===== src/rtl/spi_reg_ctrl.sv =====
// SPI client register bank with a lower-priority local access port.
// Register 0 is a read-only ID. Registers 1..nregs-1 are read/write.
// SPI transactions are framed by addr_dv: a rising edge starts one, and a
// falling edge ends it. Write data is committed one cycle after rxdv rises.
// Handshake: lcl_req is held until lcl_gnt pulses for one cycle. lcl_rdata is
// valid only in that cycle. Write data takes effect on the same edge that
// raises lcl_gnt. A request is never granted while an SPI write commits.
module spi_reg_ctrl #(
    parameter int                 addrsz  = 7,
    parameter int                 payload = 8,
    parameter int                 nregs   = 16,
    parameter logic [payload-1:0] id_val  = 8'hA5
) (
    input  logic                     clk,
    input  logic                     reset_n,
    input  logic [addrsz-1:0]        reg_addr,
    input  logic                     addr_dv,
    input  logic                     rw_out,
    input  logic [payload-1:0]       rx_d,
    input  logic                     rxdv,
    output logic [payload-1:0]       tx_d,
    output logic                     tx_en,
    input  logic                     lcl_req,
    input  logic                     lcl_we,
    input  logic [addrsz-1:0]        lcl_addr,
    input  logic [payload-1:0]       lcl_wdata,
    output logic                     lcl_gnt,
    output logic [payload-1:0]       lcl_rdata,
    output logic [nregs*payload-1:0] cfg_out,
    output logic [7:0]               err_cnt,
    output logic [2:0]               dbg_state
);

    localparam int IW = (nregs > 2) ? $clog2(nregs) : 1;

    typedef enum logic [2:0] {
        IDLE      = 3'd0,
        RD_ACT    = 3'd1,
        WR_WAIT   = 3'd2,
        WR_COMMIT = 3'd3,
        WR_DONE   = 3'd4
    } state_t;

    state_t               state_q;
    logic                 addr_dv_q, rxdv_q, dv_armed_q;
    logic [addrsz-1:0]    addr_q;
    logic [payload-1:0]   wdata_q;
    logic [payload-1:0]   regs_q [1:nregs-1];
    logic [payload-1:0]   tx_d_q, lcl_rdata_q;
    logic                 tx_en_q, lcl_gnt_q;
    logic [7:0]           err_q, err_d;

    logic addr_rise, rxdv_rise, spi_oor, lcl_take, lcl_clr, err_inc;

    function automatic logic in_range(input logic [addrsz-1:0] a);
        in_range = (32'(a) < nregs);
    endfunction

    function automatic logic [payload-1:0] rd(input logic [addrsz-1:0] a);
        if (a == '0)
            rd = id_val;
        else if (in_range(a))
            rd = regs_q[a[IW-1:0]];
        else
            rd = '0;
    endfunction

    // dv_armed_q blocks a start when addr_dv is already high at reset release.
    assign addr_rise = addr_dv && !addr_dv_q && dv_armed_q;
    assign rxdv_rise = rxdv && !rxdv_q;
    assign spi_oor   = !in_range(reg_addr);
    assign lcl_take  = lcl_req && !lcl_gnt_q && (state_q != WR_COMMIT);
    assign lcl_clr   = lcl_take && lcl_we && (lcl_addr == '0);
    assign err_inc   = ((state_q == IDLE) && addr_rise && spi_oor) ||
                       ((state_q == WR_WAIT) && !addr_dv);

    // Next error count: a local clear goes first, then a saturating increment.
    always_comb begin
        err_d = err_q;
        if (lcl_clr)
            err_d = '0;
        if (err_inc && (err_d != 8'hFF))
            err_d = err_d + 8'd1;
    end

    // Edge-detect history for addr_dv and rxdv.
    always_ff @(posedge clk or negedge reset_n) begin
        if (!reset_n) begin
            addr_dv_q  <= 1'b0;
            rxdv_q     <= 1'b0;
            dv_armed_q <= 1'b0;
            err_q      <= '0;
        end else begin
            addr_dv_q  <= addr_dv;
            rxdv_q     <= rxdv;
            dv_armed_q <= dv_armed_q | ~addr_dv;
            err_q      <= err_d;
        end
    end

    // SPI transaction FSM with the registered read-data snapshot.
    always_ff @(posedge clk or negedge reset_n) begin
        if (!reset_n) begin
            state_q <= IDLE;
            addr_q  <= '0;
            wdata_q <= '0;
            tx_d_q  <= '0;
            tx_en_q <= 1'b0;
        end else begin
            case (state_q)
                IDLE: begin
                    if (addr_rise) begin
                        addr_q <= reg_addr;
                        if (rw_out) begin
                            state_q <= RD_ACT;
                            tx_d_q  <= rd(reg_addr);
                            tx_en_q <= 1'b1;
                        end else begin
                            state_q <= WR_WAIT;
                        end
                    end
                end
                RD_ACT: begin
                    if (!addr_dv) begin
                        state_q <= IDLE;
                        tx_en_q <= 1'b0;
                        tx_d_q  <= '0;
                    end
                end
                WR_WAIT: begin
                    if (!addr_dv) begin
                        state_q <= IDLE;
                    end else if (rxdv_rise) begin
                        state_q <= WR_COMMIT;
                        wdata_q <= rx_d;
                    end
                end
                WR_COMMIT: state_q <= addr_dv ? WR_DONE : IDLE;
                WR_DONE: begin
                    if (!addr_dv)
                        state_q <= IDLE;
                end
                default: begin
                    state_q <= IDLE;
                    tx_en_q <= 1'b0;
                    tx_d_q  <= '0;
                end
            endcase
        end
    end

    // Register file writes (SPI commit, local write) and the local grant.
    always_ff @(posedge clk or negedge reset_n) begin
        if (!reset_n) begin
            for (int i = 1; i < nregs; i++)
                regs_q[i] <= '0;
            lcl_gnt_q   <= 1'b0;
            lcl_rdata_q <= '0;
        end else begin
            lcl_gnt_q   <= lcl_take;
            lcl_rdata_q <= (lcl_take && !lcl_we) ? rd(lcl_addr) : '0;
            if ((state_q == WR_COMMIT) && (addr_q != '0) && in_range(addr_q))
                regs_q[addr_q[IW-1:0]] <= wdata_q;
            if (lcl_take && lcl_we && (lcl_addr != '0) && in_range(lcl_addr))
                regs_q[lcl_addr[IW-1:0]] <= lcl_wdata;
        end
    end

    assign cfg_out[payload-1:0] = id_val;
    for (genvar g = 1; g < nregs; g++) begin : g_cfg
        assign cfg_out[g*payload +: payload] = regs_q[g];
    end

    assign tx_d      = tx_d_q;
    assign tx_en     = tx_en_q;
    assign lcl_gnt   = lcl_gnt_q;
    assign lcl_rdata = lcl_rdata_q;
    assign err_cnt   = err_q;
    assign dbg_state = state_q;

endmodule


===== config.mk =====
export PLATFORM = sky130hd
export DESIGN_NAME = spi_reg_ctrl
export DESIGN_NICKNAME = d
export VERILOG_FILES = /design/src/rtl/spi_reg_ctrl.sv
export SDC_FILE = /design/constraint.sdc
export NUM_CORES = 1
export LEC_CHECK = 0
export BUFFER_PORTS_ARGS = -buffer_cell sky130_fd_sc_hd__buf_2
export CAP_MARGIN = 0
export CELL_PAD_IN_SITES_DETAIL_PLACEMENT = 0
export CELL_PAD_IN_SITES_GLOBAL_PLACEMENT = 1
export CORE_UTILIZATION = 46
export DETAILED_ROUTE_END_ITERATION = 8
export GPL_TIMING_DRIVEN = 0
export HOLD_SLACK_MARGIN = 0.03
export PLACE_DENSITY_LB_ADDON = 0.15
export SLEW_MARGIN = 20
export SYNTH_ARGS = -nofsm -noshare
export SYNTH_HDL_FRONTEND = slang
export SYNTH_SLANG_ARGS = --single-unit

===== constraint.sdc =====
create_clock -name clk -period 3.2 [get_ports clk]
set_input_delay 0.64 -clock clk [delete_from_list [all_inputs] [get_ports clk]]
set_output_delay 0.64 -clock clk [all_outputs]
set_load 0.01 [all_outputs]

* After elaboration in Yosys (flattened, before gate mapping)
Index checks and enable logic that the tools add are counted.
** Word-level totals
- Output and inout port bits :: 157
- Word-level logic and storage cells :: 124
- Flip-flop bits (word level) :: 167
** Operators by class
- Mux-type cells :: 36
- Order comparisons :: 8
- Reduce and logical (&&, ||, !) cells :: 36
- $add $sub $neg :: 1
- Bitwise gates (word level) :: 6
- Equality and inequality tests :: 11
** Operator list (number)
- $bwmux W120 :: 2
- $mux W120 :: 2
- $mux W8 :: 16
- $bmux W8 S4 :: 2
- $demux W8 S4 :: 2
- $pmux W8 S3 :: 1
- $lt A7 B5 Y1 const B :: 3
- $logic_and A1 B1 Y1 :: 18
- $ge A5 B5 Y1 const B :: 3
- $mux W3 :: 5
- $not A4 Y5 :: 3
- $logic_not A7 Y1 :: 2
- $reduce_bool A7 Y1 :: 2
- $pmux W3 S4 :: 1
- $lt A5 B1 Y1 const B :: 2
- $add A8 B1 Y8 const B :: 1
- $ne A2 B2 Y1 const B :: 4
- $ne A8 B8 Y1 const B :: 1
- $eq A3 B2 Y1 const B :: 2
- $logic_not A1 Y1 :: 6
- $reduce_and A3 Y1 :: 2
- $reduce_and A4 Y1 :: 1
- $eq A3 B1 Y1 const B :: 1
- $eq A3 B3 Y1 const B :: 1
- other kinds (12) :: 15

* Depth between registers and ports, before layout
Gate-level depths: netlist of run 1.
- Word-level depth :: 9
- Mapped depth :: 12

* Worst setup path before layout of run 1
Ideal clock, no wire load.
- Path kind :: input to register
- Start point :: input lcl_addr[0]
- End point :: register err_q[1] (netlist: err_cnt[1])
- Setup time :: 122 ps
- Slack :: 121 ps
- Stages :: 11
- Arrival :: 2957 ps
- Buffers on the path :: 3
- Cells stage by stage :: buf_4 -> buf_2 -> buf_2 -> nor3_1 -> nand3_1 -> and2_1 -> ha_1 -> nand3_1 -> nor3_1 -> o21ai_0 -> a32o_1
** On the way
- Cells in the longest elaborated chain, start to end :: 6
- Elaborated cells between the ends (all ways) :: 7
** Ends and longest elaborated chain
- start: declaration :: RTL line 25 : input logic [addrsz-1:0] lcl_addr,
- $logic_not A7 Y1 * :: RTL line 73 : assign lcl_clr = lcl_take && lcl_we && (lcl_addr == '0);
- $logic_and A1 B1 Y1 * :: RTL line 73
- $mux W8 * :: RTL line 80 : if (lcl_clr)
- parallel branches: the longest is 2 deep, another holds $add A8 B1 Y8
- $mux W8 * :: RTL line 82 : if (err_inc && (err_d != 8'hFF))
- named net err_d[1] :: RTL line 51 : logic [7:0] err_q, err_d;
- end signal: assignment :: RTL line 97 : err_q <= err_d;
- end: declaration :: RTL line 51
Mark *: on every way through the listed nets, which the timed path passes.
A chain may end at the register's enable or synchronous reset.

* Worst setup path in the final report of run 1
- Start point :: input lcl_addr[1]
- End point :: register lcl_rdata_q[7] (netlist: lcl_rdata[7])
** On the way
- Cells in the longest elaborated chain, start to end :: 7
- Elaborated cells between the ends (all ways) :: 9
** Ends and longest elaborated chain
- $not A4 Y5 (not written as such) :: RTL line 63 : rd = regs_q[a[IW-1:0]];
- $bmux W8 S4 :: RTL line 63
- $mux W8 (not written as such) (2 in a row) :: RTL line 63
- $mux W8 :: RTL line 62 : else if (in_range(a))
- $mux W8 * :: RTL line 60 : if (a == '0)
- $mux W8 * :: RTL line 161 : lcl_rdata_q <= (lcl_take && !lcl_we) ? rd(lcl_addr) : '0;
- end signal: assignment :: RTL line 161
- end: declaration :: RTL line 49 : logic [payload-1:0] tx_d_q, lcl_rdata_q;
Mark *: on every way between the ends. The rest lies on a longest branch, timed or not. The select of a mux whose other input is x is not followed.

==> results of run 1 <==
==> cell usage after synthesis (all sizes together), types with 2 or more instances <==
cell type / instances / area share
a32o: 7 / 0.0068
o31a: 2 / 0.0017
o22ai: 5 / 0.0030
a22oi: 4 / 0.0029
a221oi: 4 / 0.0034
nor3: 21 / 0.010
mux2: 257 / 0.28
or4: 3 / 0.0023
clkbuf: 38 / 0.014
buf: 28 / 0.016
o21ai: 9 / 0.0044
or3: 5 / 0.0032
nand3b: 2 / 0.0018
nor4b: 2 / 0.0038
nor2b: 10 / 0.0061
a211oi: 15 / 0.011
a221o: 3 / 0.0029
nand2b: 10 / 0.0061
mux4: 48 / 0.10
nor3b: 8 / 0.0058
inv: 3 / 0.0011
nand4b: 4 / 0.0046
dfrtp: 167 / 0.41
a21oi: 23 / 0.011
o31ai: 4 / 0.0029
and3: 3 / 0.0018
nand3: 6 / 0.0034
mux2i: 29 / 0.028
nand4: 15 / 0.010
nand2: 26 / 0.011
or2: 2 / 0.0012
nor2: 11 / 0.0040
nor4: 8 / 0.012
and2: 9 / 0.0055
conb: 2 / 0.00073
==> worst max-delay path by stage <==
stage / slack, ps / cells after the start / to / start
after floorplan: 120 / 11 / err_cnt[1] / lcl_addr[0]
after global placement: -1360 / 1 / cfg_out[54] / reset_n
after detailed placement: -730 / 11 / err_cnt[1] / lcl_addr[0]
after CTS: 8 / 12 / err_cnt[5] / dbg_state[1]
after global routing: 9 / 12 / err_cnt[5] / dbg_state[1]
final: 220 / 7 / lcl_rdata[7] / lcl_addr[1]
==> through the flow <==
stage               total power [mW]  utilization  std cells  setup slack, ps
floorplan                       3.93            -        806              121
global placement                4.64        0.530       1268            -1360
detailed placement              4.69        0.533       1270             -732
CTS                             7.00        0.563       1302             7.82
global route                    7.32        0.564       1303             9.21
finish                          7.00        0.564       1303              215
==> per-layer routing <==
layer,routed length (um),up-vias
met2,17100,293
met5,0,-
li1,-,3497
met1,13800,4061
met3,1780,51
met4,784,0
==> flip-flops by register name, summed over array words and instances (netlist names) <==
name	count
addr_dv_q	1
dv_armed_q	1
lcl_gnt	1
rxdv_q	1
addr_q	7
cfg_out	120
wdata_q	8
tx_d	8
dbg_state	3
lcl_rdata	8
err_cnt	8
tx_en	1
==> what timing repair did <==
| item | 4_1_cts | 5_1_grt |
|---|---|---|
| pin swaps | 0 | 0 |
| gates resized for setup | 2 | 4 |
| endpoints found under the setup margin | 6 | 5 |
| setup buffers | 0 | 1 |
==> power groups by stage <==
| stage | sequential (mW) | clock, mW | combinational, mW |
|---|---|---|---|
| floorplan | 2.81 | 0 | 1.13 |
| global placement | 2.83 | 0 | 1.82 |
| detailed placement | 2.84 | 0 | 1.85 |
| CTS | 2.80 | 2.34 | 1.86 |
| global route | 2.85 | 2.44 | 2.03 |
| finish | 2.81 | 2.34 | 1.86 |
==> critical path, delay by kind of cell <==
| kind | cells | cell delay [ps] |
|---|---|---|
| buffers and inverters | 3 | 1730 |
| and+or+nand+nor | 1 | 120 |
| AOI/OAI and AO/OA | 3 | 780 |
==> logic make-up (layout without fill, tap and decap cells) <==
family	after synthesis	count (layout)	share of synthesized area
muxes	334	334	0.414
buffers and inverters	69	286	0.0306
DFF	167	167	0.405
AOI/OAI and AO/OA	80	80	0.0536
and+or+nand+nor	147	147	0.0947
adders and majority gates	1	1	0.00121
other	2	8	0.000729
==> cell type report <==
type	count	area, um^2	area share
inverter	3	11.3	0.000912
tap	280	350	0.0284
clock inverter	15	223	0.0180
sequential	167	4180	0.339
timing repair buffer	185	983	0.0797
clock buffer	17	425	0.0345
multi-input combinational	570	5870	0.475
buffer	66	304	0.0246
==> metrics.csv, run 1 <==
metric,value,unit
status,"complete, no violations",
drt-total-wl,33500,um
gr-usage-met3,0.0410,
internal_power,4.64,mW
met2_usage,0.520,
die_x,152,um
pin_count,194,
grt_max_degree,74,
power_frac_comb,0.265,
core,0.0219,mm^2
hold_buffers,0,
crit_required,3510,ps
ant_nets,0,
grt.overflow.total,0,
rows,54,
layout_commonest_cell,mux2_2,
final_area,0.0123,mm^2
cts_buffer_depth,2,
ys_seq_area_frac,0.405,
area_growth,19.7,%
cellPowerDensity,567,mW/mm^2
clk_latency,450,ps
drt_iter0_markers,621,
cts_buffers,17,
clock-root-buffer,clkbuf_16,
h-tree-depth,4,
synth-seq-cells,167,
p_switching,2.36,mW
max_freq,335,MHz
p_sw_frac,0.337,
holdCritPathClass,in2async,
num_vias,7902,
tns,0,ps
nFillCells,1982,
worst_slew_pin_slew,963,ps
rrSetupSlack,230,ps
cpMostUsedCell,a211oi_1,
clk_pin_slew,70,ps
wl_per_cell,25.7,um
grt_pass1_wl,49100,um
crit_type,in2reg,
cp_cell_sequence,buf_2 > buf_1 > clkbuf_1 > nor3b_1 > a211oi_1 > a211oi_1 > a211oi_1,
drc_errors,0,
drive_gt1_frac,0.561,
cts_tree,yes,
grt_usage,0.301,
clock-sinks,167,
dp_hpwl,24700,um
relSlewSlack,0.358,
clkPwrFrac,0.334,
ys.flop_type,dfrtp_1,
fp.dieH,152,um
async_reset_ff_frac,1.00,
finalSetupViolCount,0,
skew,8.93,ps
io_buffers,182,
r2r-end,err_cnt[5],
antenna_found_initial,0,
grt_use_met1,0.388,
grt_pass1_vias,7777,
place_area,0.0117,mm^2
die_area,0.0230,mm^2
finalHoldWorstSlack,75.7,ps
grt_most_used_layer,met2,
cp.arrival,3290,ps
viasPerCell,6.06,
synth-edff-count,0,
seqPwrFrac,0.401,
critPathSlowestCell,buf_1,
synthesis.instances,800,
start_util,0.471,
synth_cell_types,55,
crit_fanout,10,
maxSlewViolCount,0,
p_leak,6.14,nW
dr.pass1.iters,4,
yosys_warnings,0,
maxCapViolations,0,
crit_path_end_kind,flop,
avgSynthCellArea,12.9,um^2
rsz0062_at_grt,no,
netlist_area,0.0103,mm^2
reg2reg_depth,12,
start_kind,primary input,
r2r_start,dbg_state[1],
gp_congestion,0.877,
final_cell_mix,"mux2_2 (257), buf_2 (193), dfrtp_1 (167)",
diodes,0,
fin_crit_sh,0.933,
nets,1048,
hold_viol_final,0,
ir_drop,0.324,mV
slowest_delay,710,ps
fin_crit,2980,ps
No activity file was read; power rests on OpenSTA's default activity.
==> inputs of run 2 (changes only) <==
==> constraint.sdc (replaced) <==
create_clock -name clk -period 3.2 [get_ports clk]
set_input_delay 0.32 -clock clk [delete_from_list [all_inputs] [get_ports clk]]
set_output_delay 0.32 -clock clk [all_outputs]
set_load 0.01 [all_outputs]
==> run 2 against run 1 <==
Against the previous run:
- setup slack better by 36 ps
- cell area about the same
- register-to-register slack improved by 20 ps
- critical path type is now reg2reg
- critical endpoint is now err_cnt[5]
- largest power group unchanged
==> metrics.csv, run 2 (same netlist as run 1, synthesis figures left out) <==
metric,value,unit,change
start_util,0.471,,unchanged
pre_cts_slack,-412,ps,+320 ps
setup_ws,252,ps,+36.1 ps
drt_iter0_markers,555,,-11%
fp.dieH,152,um,unchanged
tns,0,ps,unchanged
grt_usage,0.301,,+0.000327
nets,1049,,+0.095%
dp_hpwl,24700,um,unchanged
hold_viol_final,0,,unchanged
status,"complete, no violations",,
die_x,152,um,unchanged
grt.overflow.total,0,,unchanged
h-tree-depth,4,,unchanged
holdCritPathClass,in2reg,,
num_vias,7919,,+0.22%
grt_max_degree,74,,unchanged
power,7.00,mW,about the same
wl_per_cell,25.6,um,-0.15%
skew,9.17,ps,+0.233 ps
maxCapViolations,0,,unchanged
cts_buffer_depth,2,,unchanged
final_cell_mix,"mux2_2 (257), buf_2 (193), dfrtp_1 (167)",,
crit_fanout,10,,unchanged
worst_slew_pin_slew,977,ps,+13.9 ps
fin_crit_sh,0.921,,-0.0113
drc_errors,0,,unchanged
maxSlewViolCount,0,,unchanged
drive_gt1_frac,0.559,,-0.00250
clock-root-buffer,clkbuf_16,,
clk_latency,440,ps,about the same
cts_tree,yes,,
largest_reg_flops,120,,unchanged
die_area,0.0230,mm^2,unchanged
relSlewSlack,0.349,,-0.00929
ir_drop,0.320,mV,-1.2%
rsz0062_at_grt,no,,
start_kind,flop,,
drt-total-wl,33400,um,about the same
max_freq,339,MHz,+1.2%
crit_path_end_kind,flop,,
rrSetupSlack,250,ps,+20 ps
diodes,0,,unchanged
crit_required,3560,ps,+50 ps
multi_input_area,0.00586,mm^2,about the same
cts_buffers,17,,unchanged
antenna_found_initial,0,,unchanged
p_leak,6.13,nW,-0.23%
layout_commonest_cell,mux2_2,,
cellPowerDensity,566,mW/mm^2,-0.11%
io_buffers,182,,unchanged
cp.arrival,3300,ps,about the same
pin_count,194,,unchanged
clock-sinks,167,,unchanged
grt_pass1_wl,49200,um,+0.17%
grt_pass1_vias,7803,,+0.33%
fin_crit,2950,ps,-36.1 ps
final_area,0.0124,mm^2,about the same
ant_nets,0,,unchanged
place_area,0.0117,mm^2,unchanged
seqCellArea,0.00418,mm^2,unchanged
core,0.0219,mm^2,unchanged
clk_pin_slew,70,ps,about the same
dr.pass1.iters,5,,+1
finalSetupViolCount,0,,unchanged
gp_congestion,0.877,,unchanged
rows,54,,unchanged
nFillCells,1981,,-0.050%
viasPerCell,6.07,,+0.14%
crit_type,reg2reg,,
area_growth,19.8,%,about the same
-- run 2: cell count changes in the layout (fill, tap and decap cells not counted) --
cell           change
buf_4              -1
dlygate4sd3_1      +2
nor3_1             +1
nor3_2             -1
-- run 2: what timing repair did --
| action | in CTS | in global routing |
|---|---|---|
| buffers inserted | 0 | 0 |
| resized for setup | 2 | 3 |
| hold buffers | 2 | 0 |
| endpoints found under the setup margin | 3 | 4 |
| endpoints found under the hold margin | 42 | 0 |
-- run 2: layout make-up --
type | instances | share of cell area
plain buffers | 66 | 0.0246
clock buffers | 17 | 0.0344
clock inverters | 15 | 0.0180
inverters | 3 | 0.000912
multi-input cells | 570 | 0.475
flip-flops and latches | 167 | 0.338
well taps | 280 | 0.0284
repair buffers | 186 | 0.0806
-- run 2: worst paths after layout --
kind / start / depth (start not counted) / endpoint
worst min-delay path: addr_dv / 1 / addr_dv_q
worst max register to register: dbg_state[1] / 12 / err_cnt[5]
worst min register to register: dv_armed_q / 1 / dv_armed_q
max in group asynchronous: reset_n / 3 / cfg_out[94]
min in group asynchronous: reset_n / 2 / err_cnt[6]
worst max-delay path: dbg_state[1] / 12 / err_cnt[5]
-- run 2: routing by layer --
metal	track usage	wire length, um	share of wire	vias up
li1	-	-	-	3506
met1	0.385	13700	0.41	4064
met2	0.516	17000	0.51	298
met3	0.0479	1880	0.056	51
met4	0.107	845	0.025	0
met5	0	0	0	-
-- run 2: where the power goes --
part	internal [mW]	switching (mW)	total [mW]
Sequential	2.41	0.394	2.81
Combinational	0.841	1.02	1.86
Clock	1.39	0.939	2.33
-- run 2: through the flow --
stage | hold WS [ps] | util | std cells
after CTS | 71.9 | 0.564 | 1304
after global routing | 80.5 | 0.564 | 1304
final | 78.5 | 0.564 | 1304
after detailed placement | 245 | 0.533 | 1270
after floorplan | 24.4 | - | 806
after global placement | 457 | 0.530 | 1268
-- run 2: critical path, cell delays in order, from the launching register on --
cell and delay [ps]:
dfrtp_1 400, buf_4 170, and3b_1 180, buf_4 190, buf_2 210, nor3_4 230
nand3_2 140, and2_1 210, ha_1 250, nand3_2 130, nor3_2 100, or4_1 470
a21oi_1 200
